===== src/rtl/regfile_dump_ctrl.sv =====
// Register-file debug dumper: on a rising halt trigger, reads registers 0..NUM_REGS-1
// through the debug port and streams them out, followed by an XOR checksum beat.
module regfile_dump_ctrl #(
  parameter int NUM_REGS = 32,
  parameter int ADDR_W   = 5,
  parameter int DATA_W   = 32
) (
  input  logic              clk,
  input  logic              rst,
  input  logic              trigger,
  output logic [ADDR_W-1:0] regfile_addr,
  input  logic [DATA_W-1:0] regfile_data,
  output logic              out_valid,
  input  logic              out_ready,
  output logic [DATA_W-1:0] out_data,
  output logic [ADDR_W-1:0] out_index,
  output logic              out_last,
  output logic              busy,
  output logic              done
);

  typedef enum logic [1:0] {
    IDLE,
    READ,
    SEND,
    CSUM
  } state_t;

  localparam logic [ADDR_W-1:0] LAST_ADDR = ADDR_W'(NUM_REGS - 1);

  state_t            state_reg, state_next;
  logic [ADDR_W-1:0] addr_reg, addr_next;
  logic [DATA_W-1:0] data_reg, data_next;
  logic [ADDR_W-1:0] index_reg, index_next;
  logic              last_reg, last_next;
  logic              valid_reg, valid_next;
  logic              done_reg, done_next;
  logic [DATA_W-1:0] checksum_reg, checksum_next;
  logic              trig_q;

  logic start;
  logic handshake;

  // Only a low-to-high transition of the level trigger starts a dump.
  assign start     = trigger & ~trig_q;
  assign handshake = valid_reg & out_ready;

  always_ff @(posedge clk or posedge rst) begin
    if (rst) begin
      state_reg    <= IDLE;
      addr_reg     <= '0;
      data_reg     <= '0;
      index_reg    <= '0;
      last_reg     <= 1'b0;
      valid_reg    <= 1'b0;
      done_reg     <= 1'b0;
      checksum_reg <= '0;
      trig_q       <= 1'b0;
    end else begin
      state_reg    <= state_next;
      addr_reg     <= addr_next;
      data_reg     <= data_next;
      index_reg    <= index_next;
      last_reg     <= last_next;
      valid_reg    <= valid_next;
      done_reg     <= done_next;
      checksum_reg <= checksum_next;
      trig_q       <= trigger;
    end
  end

  always_comb begin
    state_next    = state_reg;
    addr_next     = addr_reg;
    data_next     = data_reg;
    index_next    = index_reg;
    last_next     = last_reg;
    valid_next    = valid_reg;
    done_next     = 1'b0;
    checksum_next = checksum_reg;

    unique case (state_reg)
      IDLE: begin
        addr_next = '0;
        if (start) begin
          checksum_next = '0;
          state_next    = READ;
        end
      end

      READ: begin
        data_next     = regfile_data;
        index_next    = addr_reg;
        checksum_next = checksum_reg ^ regfile_data;
        valid_next    = 1'b1;
        state_next    = SEND;
      end

      SEND: begin
        if (handshake) begin
          if (addr_reg == LAST_ADDR) begin
            // Checksum already includes the value just sent.
            data_next  = checksum_reg;
            index_next = '0;
            last_next  = 1'b1;
            state_next = CSUM;
          end else begin
            valid_next = 1'b0;
            addr_next  = addr_reg + 1'b1;
            state_next = READ;
          end
        end
      end

      CSUM: begin
        if (handshake) begin
          valid_next = 1'b0;
          last_next  = 1'b0;
          done_next  = 1'b1;
          addr_next  = '0;
          state_next = IDLE;
        end
      end

      default: state_next = IDLE;
    endcase
  end

  assign regfile_addr = addr_reg;
  assign out_valid    = valid_reg;
  assign out_data     = data_reg;
  assign out_index    = index_reg;
  assign out_last     = last_reg;
  assign busy         = (state_reg != IDLE);
  assign done         = done_reg;

endmodule


===== config.mk =====
export PLATFORM = sky130hd
export DESIGN_NAME = regfile_dump_ctrl
export DESIGN_NICKNAME = d
export VERILOG_FILES = /design/src/rtl/regfile_dump_ctrl.sv
export SDC_FILE = /design/constraint.sdc
export NUM_CORES = 1
export LEC_CHECK = 0
export ABC_AREA = 1
export CORE_UTILIZATION = 25
export CTS_CLUSTER_SIZE = 30
export DETAILED_ROUTE_END_ITERATION = 10
export PLACE_DENSITY_LB_ADDON = 0.15
export SETUP_SLACK_MARGIN = 0.1
export SLEW_MARGIN = 20
export SYNTH_ARGS = -nofsm -noshare
export SYNTH_HDL_FRONTEND = slang
export SYNTH_SLANG_ARGS = --single-unit

===== constraint.sdc =====
create_clock -name clk -period 3.1 [get_ports clk]
set_clock_uncertainty 0.2 [all_clocks]
set_input_delay 0.31 -clock clk [delete_from_list [all_inputs] [get_ports clk]]
set_output_delay 0.31 -clock clk [all_outputs]
set_load 0.01 [all_outputs]

==> results.cfg, run 1 <==
[status]
outcome = finished clean

[cts]
cts-resized-gates = 0
cts_made_buffers = 9
cts_sinks = 80
post-cts-setup-buffers = 0
cts.reportedPaths.clkPinSlew_ns = 0.06
cts_tree = done
root_buffer = clkbuf_16
cts_hold_buf = 0
clockBufferDepth = 2
cts_max_level = 3
clk_latency_ns = 0.34

[placement]
gp_congestion = 0.774
hpwl_mm = 7.53
port_buffers = 81

[final_layout]
multi_input_area_um2 = 1930
drive_gt1_share_pct = 9.56
regArea_um2 = 2000
syn_to_final_growth_pct = 31.1
fill_cells = 1710
nets = 624
num_antenna_cells = 0

[timing]
rsz0062_at_grt = no
hold_violations = 0
holdWs_ns = 0.215
tightest_slew_ns = 0.780
setup_tns_ns = 0
period_minus_slack_ns = 2.44
period_share_pct = 78.6
setup_viol = 0
max_freq_mhz = 410
maxSlewViolCount = 0
slew_headroom_pct = 48.0

[die]
ios = 82
rows = 47
die-area_um2 = 17400
die_w_um = 132
die_y_um = 132
start_util_pct = 25.6
core_um2 = 16500

[logic_synthesis]
synth.most_common_cell = nand2_1
synth_cell_type_count = 21
synth_seq_cells = 80
yosys.area_share.simple_pct = 33.2
synth-edff-count = 0
ys_async_sr_fraction_pct = 100
synthTopCellsByCount = 184 x nand2_1, 82 x nand3_1, 80 x dfrtp_1, 32 x xor2_1
synthCells = 509
yosys.area_share.adder_pct = 2.07
ys_seq_area_share_pct = 47.4
yosys-top-cells-area = dfrtp_1 47%, nand2_1 16%, nand3_1 9.7%
synth-compound-area-share_pct = 3.79
synth_nets = 552
synthFlopType = dfrtp_1
synth_top_family_by_area = simple AND/OR/NAND/NOR gates
synth-xor-area-share_pct = 6.63
synthMuxAreaShare_pct = 0
yosysWarnings = 0
synthesis.area_um2 = 4230
synth_top_area_share_pct = 47.4
syn_area_per_cell_um2 = 8.31
synth_area_leader_cell = dfrtp_1

[job]
max-cap-violations = 0

[critical_path]
critPathKind = reg2reg
cp-start-kind = register
required_ns = 3.18
crit_path_end_kind = register
cp_max_fo = 25
reg2regPathDepth = 7
rr_startpoint = state_reg[0]
rrSetupSlack_ns = 0.66
r2r-end = out_data[8]
critPathArrivalTime_ns = 2.51

[route]
wl_per_cell_um = 14.2
route.detailed.drc = 0
ant_nets = 0
firstDrtPassIters = 4
vias_per_cell = 4.46
wl_mm = 11.4
drt_iter0_markers = 161
vias = 3591

[global_route]
grt_max_degree = 46
grt-ovfl-total = 0
first_global_vias = 3587
antenna_found_initial = 0
grt_pass1_wl_mm = 18.8
grt_usage_pct = 13.8

[min_path]
hold_path_class = in2async

[pwr]
peakVddDrop_mv = 0.510
power_leakage_nw = 2.76
power.density_nw_per_um2 = 922
## how the worst max path moves through the flow
stage,end,start
2_1_floorplan,checksum_reg[0],rst
6_report,out_data[8],state_reg[0]
5_1_grt,out_data[3],state_reg[0]
3_5_place_dp,out_data[4],state_reg[0]
3_3_place_gp,out_data[4],state_reg[0]
4_1_cts,out_data[7],state_reg[0]
## kinds of logic (layout without fill, tap and decap cells)
logic type,Yosys count,after routing
buf+inv,55,132
simple gates,303,303
fa+ha+maj,7,7
flops,80,80
compound gates,32,32
xor+xnor,32,32
## report_power, final
part | switching [mW] | internal (mW) | total [mW] | leakage (nW)
registers | 0.273 | 1.39 | 1.67 | 1.04
logic | 1.30 | 0.906 | 2.21 | 1.56
clock network | 0.447 | 0.788 | 1.24 | 0.166
total | 2.02 | 3.09 | 5.11 | 2.76
## through the flow
| stage | utilization [%] | cell area [um^2] | power [mW] | cells | setup slack (ns) |
|---|---|---|---|---|---|
| after floorplan | - | 4230 | 3.09 | 509 | 0.538 |
| after global placement | 31.4 | 5200 | 3.91 | 790 | 0.743 |
| after detailed placement | 31.4 | 5200 | 3.94 | 790 | 0.667 |
| after CTS | 33.5 | 5540 | 5.21 | 806 | 0.638 |
| after global routing | 33.5 | 5540 | 5.51 | 806 | 0.438 |
| final | 33.5 | 5540 | 5.11 | 806 | 0.663 |
## layer usage
metal	part of all wire, %	global-route usage, %
met5	0	0
met4	1.3	4.91
met3	4.1	3.27
met2	46	22.4
met1	49	18.0
## layout make-up
cell class              instances  share of cell area (%)
clock buffers                   9                    4.06
well taps                     220                    4.97
flip-flops and latches         80                    36.1
inverters                      24                    1.65
clock inverters                 7                    2.17
repair buffers                 92                    16.1
multi-input cells             374                    34.9
## critical path, cell delays in order (launching register included)
cell	delay, ns
dfrtp_1	0.42
inv_1	0.11
ha_1	0.46
inv_2	0.20
nand2_2	0.30
buf_4	0.44
nand3_1	0.13
nand2_1	0.10
## cells in the final DEF, fill, tap and decap left out, drive strengths merged
master | synthesis | routed
clkbuf | 3 | 9
xor2 | 32 | 32
nand3 | 102 | 102
nand3b | 1 | 1
nand2 | 188 | 188
clkinvlp | 0 | 1
buf | 28 | 11
nand4 | 2 | 2
o21ai | 32 | 32
clkinv | 0 | 4
nor2 | 10 | 10
bufinv | 0 | 3
dfrtp | 80 | 80
clkdlybuf4s50 | 0 | 81
inv | 24 | 23
ha | 7 | 7
No activity file was read; power rests on OpenSTA's default activity.
==> inputs of run 2 (changes only) <==
clock period = 2.1 ns   (was 3.1 ns; I/O delays follow)
==> run 2 against run 1 <==
Utilization is 0.76 points higher. Sequential share of layout area down 0.81 points. Critical path depth is the same. Hold slack lost 0.10 ns. Maximum frequency rose by 33%. Setup slack worse by 0.39 ns. Final area grew 2.3%. First-iteration DRC count fell by 4.3%. Register-to-register slack worse by 0.39 ns. Die area unchanged. Critical path type unchanged. Largest power group unchanged.
==> results.cfg, run 2 (same netlist as run 1, synthesis figures left out) <==
[status]
outcome = finished clean

[cts]
clockBufferDepth = 2
cts_sinks = 80
cts_tree = done
clk_latency_ns = 0.35
cts_max_level = 3
root_buffer = clkbuf_16
cts_hold_buf = 0
cts.reportedPaths.clkPinSlew_ns = 0.06
cts_made_buffers = 9

[timing]
period_share_pct = 87.0
tightest_slew_ns = 0.362
setup_viol = 0
holdWs_ns = 0.113
setup_tns_ns = 0
maxSlewViolCount = 0
slew_headroom_pct = 75.9
period_minus_slack_ns = 1.83
hold_violations = 0
max_freq_mhz = 548
rsz0062_at_grt = no

[placement]
port_buffers = 81
dpl_cell_area_um2 = 5310
gp_congestion = 0.746
place_inst = 800
hpwl_mm = 7.89

[global_route]
grt_max_degree = 62
first_global_vias = 3778
grt_usage_pct = 14.5
grt-ovfl-total = 0
antenna_found_initial = 0
grt_pass1_wl_mm = 19.7

[die]
die-area_um2 = 17400
die_y_um = 132
core_um2 = 16500
die_w_um = 132
start_util_pct = 25.6
rows = 47
ios = 82

[final_layout]
drive_gt1_share_pct = 12.3
finish.utilization_pct = 34.3
layout_commonest_cell = nand2_1
design_area_um2 = 5670
final_cells = 821
fill_cells = 1733
layout_common_cells = 184 x nand2_1, 81 x nand3_1, 80 x dfrtp_1, 80 x clkdlybuf4s50_1, 32 x xor2_1
num_antenna_cells = 0
nets = 639
regArea_um2 = 2000
multi_input_area_um2 = 1950
syn_to_final_growth_pct = 34.1

[job]
max-cap-violations = 0

[pwr]
peakVddDrop_mv = 0.601
power.density_nw_per_um2 = 1330
power_leakage_nw = 2.83
pwr-share-clk_pct = 20.0
p_sw_mw = 3.10
p_sw_share_pct = 41.0
power.internal_mw = 4.46
combPwrFrac_pct = 47.8
seq_power_share_pct = 32.2

[critical_path]
cp_max_fo = 19
critPathArrivalTime_ns = 1.91
cp_top_family = buffers and inverters
critPathKind = reg2reg
slowest_delay_ns = 0.38
path_cells = inv_1, ha_1, inv_2, nand2_2, buf_4, nand3_2, nand2_1
cp-start-kind = register
crit_path_end_kind = register
worst-path-buf-inv = 3
required_ns = 2.19
crit_slowest_cell = dfrtp_1

[route]
firstDrtPassIters = 4
drt_iter0_markers = 154
wl_mm = 12.0
vias_per_cell = 4.46
vias = 3660
ant_nets = 0
wl_per_cell_um = 14.6
route.detailed.drc = 0

[min_path]
hold_path_class = in2async
[run 2: final cells by class]
class	instances	share of cell area, %
clock buffers	10	4.22
clock inverters	6	0.751
inverters	24	1.66
multi-input cells	374	34.5
flip-flops and latches	80	35.3
well taps	220	4.86
repair buffers	107	18.7
[run 2: path summary, 6_finish.rpt]
check,from,to,slack [ns],depth (start not counted)
setup / recovery,state_reg[0],out_data[18],0.27,7
hold / removal,rst,out_last,0.11,3
setup reg to reg,state_reg[0],out_data[18],0.27,7
hold reg to reg,out_data[12],out_data[12],0.31,2
max in group asynchronous,rst,checksum_reg[11],1.28,3
min in group clk,trigger,trig_q,0.18,1
[run 2: routing by layer]
layer | up-vias | wire (um) | part of all wire (%) | global-route usage, %
met2 | 64 | 5600 | 47 | 23.4
met3 | 11 | 456 | 3.8 | 4.23
li1 | 1800 | - | - | -
met5 | - | 0 | 0 | 0
met4 | 0 | 163 | 1.4 | 4.20
met1 | 1785 | 5770 | 48 | 18.9
[run 2: worst register-to-register path, stage by stage, from the launching register on]
cell and delay (ns):
dfrtp_1 0.38, inv_1 0.10, ha_1 0.28, inv_2 0.11
nand2_2 0.15, buf_4 0.36, nand3_2 0.12, nand2_1 0.08
[run 2: repair_timing]
item                                   4_1_cts  5_1_grt
setup endpoints to repair                    1       43
pin swaps                                    0        1
buffers inserted                             2        3
endpoints found under the hold margin        0        0
resized for setup                            1        7
[run 2: through the flow]
step                setup slack (ns)  total power [mW]
global placement               0.238              5.98
global route                  0.0848              8.17
finish                         0.274              7.57
CTS                            0.180              7.62
detailed placement             0.192              6.05
floorplan                      0.208              4.57
[run 2: power by group through the flow]
stage	Sequential, mW	Combinational [mW]	Clock (mW)
2_1_floorplan	2.55	2.01	0
3_3_place_gp	2.47	3.51	0
3_5_place_dp	2.49	3.56	0
4_1_cts	2.45	3.61	1.57
5_1_grt	2.50	4.03	1.63
6_report	2.44	3.62	1.51
